===== config.mk =====
export PLATFORM = sky130hd
export DESIGN_NAME = pwm_test_sequencer
export DESIGN_NICKNAME = d
export VERILOG_FILES = /design/src/rtl/pwm_pkg.sv /design/src/rtl/button_debouncer.sv /design/src/rtl/pwm_test_sequencer.sv
export SDC_FILE = /design/constraint.sdc
export NUM_CORES = 1
export LEC_CHECK = 0
export CAP_MARGIN = 0
export CORE_MARGIN = 3
export CORE_UTILIZATION = 59
export CTS_CLUSTER_DIAMETER = 40
export DETAILED_ROUTE_END_ITERATION = 6
export PLACE_DENSITY_LB_ADDON = 0.3
export SLEW_MARGIN = 20
export SYNTH_ARGS = -nofsm -noshare
export SYNTH_HDL_FRONTEND = slang
export SYNTH_HIERARCHICAL = 1
export SYNTH_SLANG_ARGS = --single-unit

===== constraint.sdc =====
create_clock -name i_clk -period 4.2 [get_ports i_clk]
set_input_delay 1.05 -clock i_clk [delete_from_list [all_inputs] [get_ports i_clk]]
set_output_delay 1.05 -clock i_clk [all_outputs]
set_load 0.005 [all_outputs]

===== src/rtl/pwm_pkg.sv =====
// Shared constants and state encoding for the PWM command path.
// Used by the test sequencer and the PWM generator.
package pwm_pkg;

  localparam int CLK_HZ          = 12_000_000;
  localparam int FRAME_CYCLES    = 240_000;
  localparam int DEBOUNCE_CYCLES = 240_000;
  localparam int MIN_PULSE       = 12_000;
  localparam int MAX_PULSE       = 24_000;
  localparam int STEP            = 120;
  localparam int ARM_FRAMES      = 100;
  localparam int HOLD_FRAMES     = 250;
  localparam int DUTY_W          = 18;

  typedef enum logic [2:0] {
    ST_IDLE      = 3'd0,
    ST_ARM       = 3'd1,
    ST_RAMP_UP   = 3'd2,
    ST_HOLD      = 3'd3,
    ST_RAMP_DOWN = 3'd4
  } state_e;

endpackage


===== src/rtl/button_debouncer.sv =====
// Button synchroniser, stability counter and rising-edge pulse.
// A new level is accepted after DEBOUNCE_CYCLES identical samples.
module button_debouncer #(
  parameter int DEBOUNCE_CYCLES = 240_000
) (
  input  logic i_clk,
  input  logic i_rst_n,
  input  logic i_btn,
  output logic o_rise
);

  localparam int CW = $clog2(DEBOUNCE_CYCLES + 1);
  localparam logic [CW-1:0] L_LAST = CW'(DEBOUNCE_CYCLES - 1);

  logic          r_s1;
  logic          r_s2;
  logic          r_level;
  logic          r_rise;
  logic [CW-1:0] r_cnt;
  logic          w_diff;
  logic          w_accept;

  assign w_diff   = r_s2 ^ r_level;
  assign w_accept = w_diff && (r_cnt == L_LAST);
  assign o_rise   = r_rise;

  always_ff @(posedge i_clk or negedge i_rst_n) begin
    if (!i_rst_n) begin
      r_s1    <= 1'b0;
      r_s2    <= 1'b0;
      r_level <= 1'b0;
      r_rise  <= 1'b0;
      r_cnt   <= '0;
    end else begin
      r_s1   <= i_btn;
      r_s2   <= r_s1;
      r_rise <= w_accept && r_s2;
      if (w_accept) begin
        r_level <= r_s2;
        r_cnt   <= '0;
      end else if (w_diff) begin
        r_cnt <= r_cnt + 1'b1;
      end else begin
        r_cnt <= '0;
      end
    end
  end

endmodule


===== src/rtl/pwm_test_sequencer.sv =====
// Frame-synchronous arm / ramp / hold / ramp-down power test profile.
// Duty words change only one clock after a frame tick, or on abort.
module pwm_test_sequencer #(
  parameter int FRAME_CYCLES    = pwm_pkg::FRAME_CYCLES,
  parameter int DEBOUNCE_CYCLES = pwm_pkg::DEBOUNCE_CYCLES,
  parameter int MIN_PULSE       = pwm_pkg::MIN_PULSE,
  parameter int MAX_PULSE       = pwm_pkg::MAX_PULSE,
  parameter int STEP            = pwm_pkg::STEP,
  parameter int ARM_FRAMES      = pwm_pkg::ARM_FRAMES,
  parameter int HOLD_FRAMES     = pwm_pkg::HOLD_FRAMES,
  parameter int DUTY_W          = pwm_pkg::DUTY_W
) (
  input  logic              i_clk,
  input  logic              i_rst_n,
  input  logic              i_start,
  input  logic              i_abort,
  output logic [DUTY_W-1:0] o_duty_esc,
  output logic [DUTY_W-1:0] o_duty_servo1,
  output logic [DUTY_W-1:0] o_duty_servo2,
  output logic              o_duty_update,
  output logic              o_frame_tick,
  output logic              o_busy,
  output logic [2:0]        o_state
);

  import pwm_pkg::*;

  localparam int FCW = $clog2(FRAME_CYCLES);
  localparam int NW  = 16;
  localparam int WW  = DUTY_W + 1;

  localparam logic [FCW-1:0] L_FRAME_LAST = FCW'(FRAME_CYCLES - 1);
  localparam logic [NW-1:0]  L_ARM_LAST   = NW'(ARM_FRAMES - 1);
  localparam logic [NW-1:0]  L_HOLD_LAST  = NW'(HOLD_FRAMES - 1);
  localparam logic [WW-1:0]  L_STEP_W     = WW'(STEP);
  localparam logic [WW-1:0]  L_MAX_W      = WW'(MAX_PULSE);
  localparam logic [WW-1:0]  L_DN_LIM     = WW'(MIN_PULSE + STEP);
  localparam logic [DUTY_W-1:0] L_STEP    = DUTY_W'(STEP);
  localparam logic [DUTY_W-1:0] L_MIN     = DUTY_W'(MIN_PULSE);
  localparam logic [DUTY_W-1:0] L_MAX     = DUTY_W'(MAX_PULSE);
  localparam logic [DUTY_W-1:0] L_SUM     = DUTY_W'(MIN_PULSE + MAX_PULSE);

  state_e            r_state;
  state_e            w_state_nxt;
  logic [FCW-1:0]    r_fcnt;
  logic [NW-1:0]     r_frames;
  logic [NW-1:0]     w_frames_nxt;
  logic              r_pending;
  logic              w_pending_nxt;
  logic [DUTY_W-1:0] r_esc;
  logic [DUTY_W-1:0] w_esc_nxt;
  logic [DUTY_W-1:0] r_servo1;
  logic [DUTY_W-1:0] r_servo2;
  logic              r_upd;
  logic              w_tick;
  logic              w_busy;
  logic              w_start;
  logic [WW-1:0]     w_up;
  logic [DUTY_W-1:0] w_dn;

  button_debouncer #(
    .DEBOUNCE_CYCLES(DEBOUNCE_CYCLES)
  ) u_start_db (
    .i_clk  (i_clk),
    .i_rst_n(i_rst_n),
    .i_btn  (i_start),
    .o_rise (w_start)
  );

  assign w_tick = (r_fcnt == L_FRAME_LAST);
  assign w_busy = (r_state != ST_IDLE);
  assign w_up   = {1'b0, r_esc} + L_STEP_W;
  assign w_dn   = r_esc - L_STEP;

  always_comb begin
    w_state_nxt   = r_state;
    w_frames_nxt  = r_frames;
    w_pending_nxt = r_pending;
    w_esc_nxt     = r_esc;
    if (w_start && !w_busy && !i_abort) begin
      w_pending_nxt = 1'b1;
    end
    if (i_abort) begin
      w_pending_nxt = 1'b0;
      if (w_busy) begin
        w_state_nxt = ST_IDLE;
        w_esc_nxt   = L_MIN;
      end
    end else if (w_tick) begin
      unique case (r_state)
        ST_ARM: begin
          w_esc_nxt = L_MIN;
          if (r_frames == L_ARM_LAST) w_state_nxt = ST_RAMP_UP;
          else w_frames_nxt = r_frames + 1'b1;
        end
        ST_RAMP_UP: begin
          if (w_up >= L_MAX_W) begin
            w_esc_nxt    = L_MAX;
            w_state_nxt  = ST_HOLD;
            w_frames_nxt = '0;
          end else begin
            w_esc_nxt = w_up[DUTY_W-1:0];
          end
        end
        ST_HOLD: begin
          w_esc_nxt = L_MAX;
          if (r_frames == L_HOLD_LAST) w_state_nxt = ST_RAMP_DOWN;
          else w_frames_nxt = r_frames + 1'b1;
        end
        ST_RAMP_DOWN: begin
          // compare before subtracting so the clamp never sees a wrap
          if ({1'b0, r_esc} <= L_DN_LIM) begin
            w_esc_nxt   = L_MIN;
            w_state_nxt = ST_IDLE;
          end else begin
            w_esc_nxt = w_dn;
          end
        end
        default: begin
          if (r_pending) begin
            w_state_nxt   = ST_ARM;
            w_pending_nxt = 1'b0;
            w_frames_nxt  = '0;
            w_esc_nxt     = L_MIN;
          end
        end
      endcase
    end
  end

  always_ff @(posedge i_clk or negedge i_rst_n) begin
    if (!i_rst_n) begin
      r_state   <= ST_IDLE;
      r_fcnt    <= '0;
      r_frames  <= '0;
      r_pending <= 1'b0;
      r_esc     <= L_MIN;
      r_servo1  <= L_MIN;
      r_servo2  <= L_MAX;
      r_upd     <= 1'b0;
    end else begin
      r_fcnt    <= w_tick ? '0 : r_fcnt + 1'b1;
      r_state   <= w_state_nxt;
      r_frames  <= w_frames_nxt;
      r_pending <= w_pending_nxt;
      r_esc     <= w_esc_nxt;
      r_servo1  <= w_esc_nxt;
      r_servo2  <= L_SUM - w_esc_nxt;
      r_upd     <= (w_esc_nxt != r_esc);
    end
  end

  assign o_duty_esc    = r_esc;
  assign o_duty_servo1 = r_servo1;
  assign o_duty_servo2 = r_servo2;
  assign o_duty_update = r_upd;
  assign o_frame_tick  = w_tick;
  assign o_busy        = w_busy;
  assign o_state       = r_state;

endmodule


== Yosys cells after proc, flatten, opt, wreduce, memory -nomap -nowiden ==
Index checks and enable logic that the tools add are counted.

* Multiplexer cells: 29
* Reductions and logical operators: 13
* Add/sub/neg operators: 6
* Bitwise gates (word level): 3
* Eq/ne operators: 17
* Magnitude comparators: 2

{| class="wikitable"
|+ Operators with widths
! kind !! count
|-
| $mux W18 || 9
|-
| $pmux W18 S4 || 1
|-
| $mux W16 || 4
|-
| $pmux W16 S4 || 1
|-
| $add A18 B1 Y18 const B || 2
|-
| $eq A18 B18 Y1 const B || 2
|-
| $mux W3 || 8
|-
| $add A18 B7 Y19 const B || 1
|-
| $ge A19 B15 Y1 const B || 1
|-
| $le A18 B14 Y1 const B || 1
|-
| $ne A18 B18 Y1 || 1
|-
| $sub A16 B18 Y18 const A || 1
|-
| $sub A18 B7 Y18 const B || 1
|-
| $add A16 B1 Y16 const B || 1
|-
| $eq A16 B7 Y1 const B || 1
|-
| $eq A16 B8 Y1 const B || 1
|-
| $reduce_and A7 Y1 || 2
|-
| $ne A3 B3 Y1 const B || 4
|-
| $pmux W3 S4 || 1
|-
| $eq A3 B2 Y1 const B || 2
|-
| $ne A2 B2 Y1 const B || 3
|-
| $reduce_bool A6 Y1 || 1
|-
| $mux W1 || 5
|-
| $logic_and A1 B1 Y1 || 4
|-
| other kinds (10) || 12
|}

* Output and inout port bits: 60
* Input port bits: 4
* Bits in registers: 97
* Word-level logic and storage cells: 82

== Depth between registers and ports, before layout ==
* Word-level depth: 9
* Mapped depth: 17
* Depth with buffers taken out: 15

== Cells and area by module ==
Netlist, hierarchy kept.

{| class="wikitable"
|+ Modules (own cells, without submodules)
! module !! times used !! sequential area each (um^2) !! area an instance (um^2) !! cells an instance
|-
| pwm_test_sequencer || 1 || 1869.3 || 5645.4 || 658
|-
| button_debouncer || 1 || 550.5 || 1092.3 || 100
|}

== Worst setup path before layout ==
Ideal clock, no wire load.

* Path type: reg-to-reg
* Start point: register o_duty_servo1[3] (netlist name)
* End point: register r_servo2[14] (netlist: o_duty_servo2[14])
* Stages on the path, launching flop included: 18
* Path buffers: 2
* Setup slack: 0.395 ns
* Data arrival time: 3.729 ns
* Period minus slack after synthesis: 3.805 ns
* Library setup time: 0.076 ns
* Required time: 4.124 ns
* Path through: dfrtp_1 -> clkbuf_1 -> inv_1 -> ha_1 -> nor3b_2 -> buf_2 -> o221a_2 -> a211oi_1 -> nand4_2 -> nand3_4 -> a31oi_2 -> inv_1 -> ha_1 -> o221ai_1 -> nor4_2 -> o21ai_2 -> a211oi_2 -> xnor2_1

{| class="wikitable"
|+ RTL lines
! what !! RTL line !! source
|-
| to (signal assigned) || pwm_test_sequencer.sv:148 || <nowiki>r_servo2 <= L_SUM - w_esc_nxt;</nowiki>
|-
| to (decl) || pwm_test_sequencer.sv:53 || <nowiki>logic [DUTY_W-1:0] r_servo2;</nowiki>
|}

== Worst setup path in the final report ==
* Start point: register r_fcnt[0]
* End point: register r_servo2[17] (netlist: o_duty_servo2[17])

* Word-level cells in the longest chain between the ends: 4

{| class="wikitable"
|+ Ends and longest elaborated chain
! what !! RTL line !! source
|-
| from (decl) || pwm_test_sequencer.sv:45 || <nowiki>logic [FCW-1:0] r_fcnt;</nowiki>
|-
| from (signal assigned) || pwm_test_sequencer.sv:142 || <nowiki>r_fcnt <= w_tick ? '0 : r_fcnt + 1'b1;</nowiki>
|-
| $eq A18 B18 Y1 || pwm_test_sequencer.sv:70 || <nowiki>assign w_tick = (r_fcnt == L_FRAME_LAST);</nowiki>
|-
| $mux W18 || pwm_test_sequencer.sv:89 || <nowiki>end else if (w_tick) begin</nowiki>
|-
| $mux W18 || pwm_test_sequencer.sv:83 || <nowiki>if (i_abort) begin</nowiki>
|-
| named net w_esc_nxt[4] || pwm_test_sequencer.sv:51 || <nowiki>logic [DUTY_W-1:0] w_esc_nxt;</nowiki>
|-
| $sub A16 B18 Y18 || pwm_test_sequencer.sv:148 ||
|}

The timed path passes the listed nets, and every way through them passes these cells.
A chain may end at the register's enable or synchronous reset.

==> impl_metrics.yaml <==
finish:
  area_growth_pct: 18.6
  fin_nets: 845
  postLayoutCellArea_um2: 7990
  layout-drive-gt1-share_pct: 17.5
  instances_no_fill: 980
clock_network:
  cts.sinks: 96
  root_buffer: "clkbuf_16"
  h-tree-depth: 3
  ctsHoldBuffers: 0
  clock_latency_ns: 0.36
  clk_pin_slew_ns: 0.07
  cts_tree: "yes"
  cts_setup_buffers: 0
  clock_path_buffers: 2
  ctsResizeCount: 0
  cts-buffers-inserted: 9
synth:
  avgSynthCellArea_um2: 8.89
  ys_warn_count: 6
  synth_commonest_cells: "nor2_1, dfrtp_1, nand2_1"
  synth_area_um2: 6740
  async_reset_ff_share_pct: 100
  synth_top_area_share_pct: 30.5
  synth.area.top_cells: "dfrtp_1, xnor2_1, dfstp_2"
  ys_types: 97
  synth_seq_cells: 96
  syn_inst: 758
  synth_edf_count: 0
  synth_nets: 769
  synth_top_cell_by_area: "dfrtp_1"
  synth_most_common_cell: "nor2_1"
  yosysSeqAreaShare_pct: 35.9
  synth_ff_type: "dfrtp_1"
critical_path:
  worstRegToRegCells: 12
  path_buf_inv: 1
  cpLargestDelayFamily: "compound AO/OA/AOI/OAI gates"
  critical_path.slowest_cell: "or4_4"
  crit_arrival_ns: 4.24
  crit_chain: "ha_1 > nand4_1 > or4_4 > nor2_1 > buf_4 > nand2_1 > a222oi_1 > a311oi_2 > a2111oi_4 > o221a_4 > mux2i_1 > a211oi_2"
  cp_slowest_stage_delay_ns: 0.64
  end_kind: "flip-flop"
  start_kind: "flip-flop"
  worst-setup-path-type: "flip-flop to flip-flop"
  reg2reg_to: "o_duty_servo2[17]"
  r2r_slack_ns: 0.18
  reg2reg_from: "r_fcnt[0]"
  cp.required_ns: 4.43
  path_max_fanout: 16
global_route:
  grt_usage_pct: 35.1
  antenna_found_initial: 0
  grt_max_degree: 36
  grt_pass1_vias: 6428
  grt_first_pass_wirelength_mm: 35.0
  grt_overflow: 0
die:
  start_util_pct: 61.3
  num_rows: 38
  pin_count: 64
  dieHeight_um: 113
  die_x_um: 113
  die-area_um2: 12700
  core_um2: 11000
worst_hold_path:
  hold_class: "flip-flop to flip-flop"
  min_from: "u_start_db/r_s1"
  worstHoldEndpoint: "u_start_db/r_s2"
  holdPathStages: 0
detailed_routing:
  vias_per_cell: 6.57
  ant_nets: 0
  drtPass1Iterations: 7
  drtIter0Drc: 764
  dr_total_vias: 6436
  routed_wl_mm: 21.7
  wl_per_cell_um: 22.2
  drc: 0
placed_design:
  dpl_cell_area_um2: 7670
  place_ws_ns: 0.205
  dpl.hpwl_mm: 16.5
  io_buffers: 63
  placed_cells: 963
  gp_congestion: 1.06
timing:
  worst_slack_ns: 0.181
  period_needed_ns: 4.02
  setup_viol: 0
  hold_violations: 0
  hold_ws_ns: 0.368
  period_share_pct: 95.7
  slew_viol_final: 0
  worst_clock_skew_ns: 0.00844
  finalSetupTns_ns: 0
  worst_slew_margin_rel_pct: 33.7
  fmax_mhz: 249
  rsz0062_at_grt: "no"
  tightest_slew_ns: 0.985
power:
  ir_worst_vdd_v: 0.000449
  power.density_nw_per_um2: 305
  power.leakage_nw: 3.20
flow_run:
  drv_cap: 0
run_status:
  status: "finished clean"
flip-flops by register name, indices dropped and copies added (netlist names):
| name | flops |
|---|---|
| u_start_db/r_s2 | 1 |
| o_duty_update | 1 |
| r_pending | 1 |
| u_start_db/o_rise | 1 |
| r_fcnt | 18 |
| r_frames | 16 |
| o_duty_servo1 | 17 |
| u_start_db/r_cnt | 18 |
| o_state | 3 |
| u_start_db/r_level | 1 |
| u_start_db/r_s1 | 1 |
| o_duty_servo2 | 18 |
logic make-up after synthesis:
logic type	after synthesis	share of synthesized area [%]
simple gates	329	26.9
compound gates	164	19.8
flops	96	35.9
buf+inv	91	6.63
xor+xnor	66	8.58
fa+ha+maj	7	1.30
mux	5	0.947
placed cells by master (no fill, tap or decap), drive strengths merged, types with 6 or more instances in the layout:
cell type	netlist	final
a211oi	6	6
a21oi	29	29
a31o	6	6
a31oi	9	9
and3	10	10
and4	6	6
buf	37	59
clkbuf	19	12
clkdlybuf4s50	0	62
dfrtp	82	82
dfstp	14	14
ha	7	7
inv	35	36
nand2	55	55
nand3	39	39
nand4	24	24
nor2	92	92
nor3	35	35
nor4	20	20
o211ai	7	7
o21ai	34	34
o31ai	11	11
o41ai	10	10
or3	11	11
xnor2	46	46
xor2	20	20
worst max path at each step:
| stage | startpoint | to | slack, ns | depth (start not counted) |
|---|---|---|---|---|
| final | r_fcnt[0] | o_duty_servo2[17] | 0.18 | 12 |
| after global routing | r_fcnt[0] | o_duty_servo2[17] | 0.12 | 12 |
| after CTS | r_fcnt[0] | o_duty_servo2[17] | 0.30 | 12 |
| after detailed placement | i_abort | o_duty_servo2[17] | 0.21 | 11 |
| after global placement | i_abort | o_duty_servo2[17] | 0.26 | 11 |
| after floorplan | o_duty_servo1[3] | o_duty_servo2[14] | 0.40 | 17 |
stage by stage:
stage | power [mW] | util [%]
floorplan | 1.30 | -
global placement | 1.55 | 69.9
detailed placement | 1.55 | 69.9
CTS | 2.43 | 72.7
global route | 2.53 | 72.7
finish | 2.44 | 72.7
final cells by class:
type | instances | area, um2
multi-input combinational | 571 | 3870
fill | 796 | 2990
sequential | 96 | 2420
timing repair buffer | 121 | 1080
clock buffer | 12 | 236
tap | 140 | 175
inverter | 35 | 131
clock inverter | 4 | 76.3
antenna | 1 | 2.50
metal layers:
layer	vias to the layer above	part of all wire, %	track usage, %
li1	2921	-	-
met1	3156	42	47.8
met2	310	47	55.6
met3	49	8.0	6.95
met4	0	3.1	13.8
met5	-	0	0
report_power, final:
| part | internal (mW) | total, mW | switching [mW] |
|---|---|---|---|
| Combinational | 0.196 | 0.578 | 0.383 |
| Sequential | 0.938 | 0.977 | 0.0384 |
| Clock | 0.525 | 0.884 | 0.359 |
(Power assumes the default switching activity.)
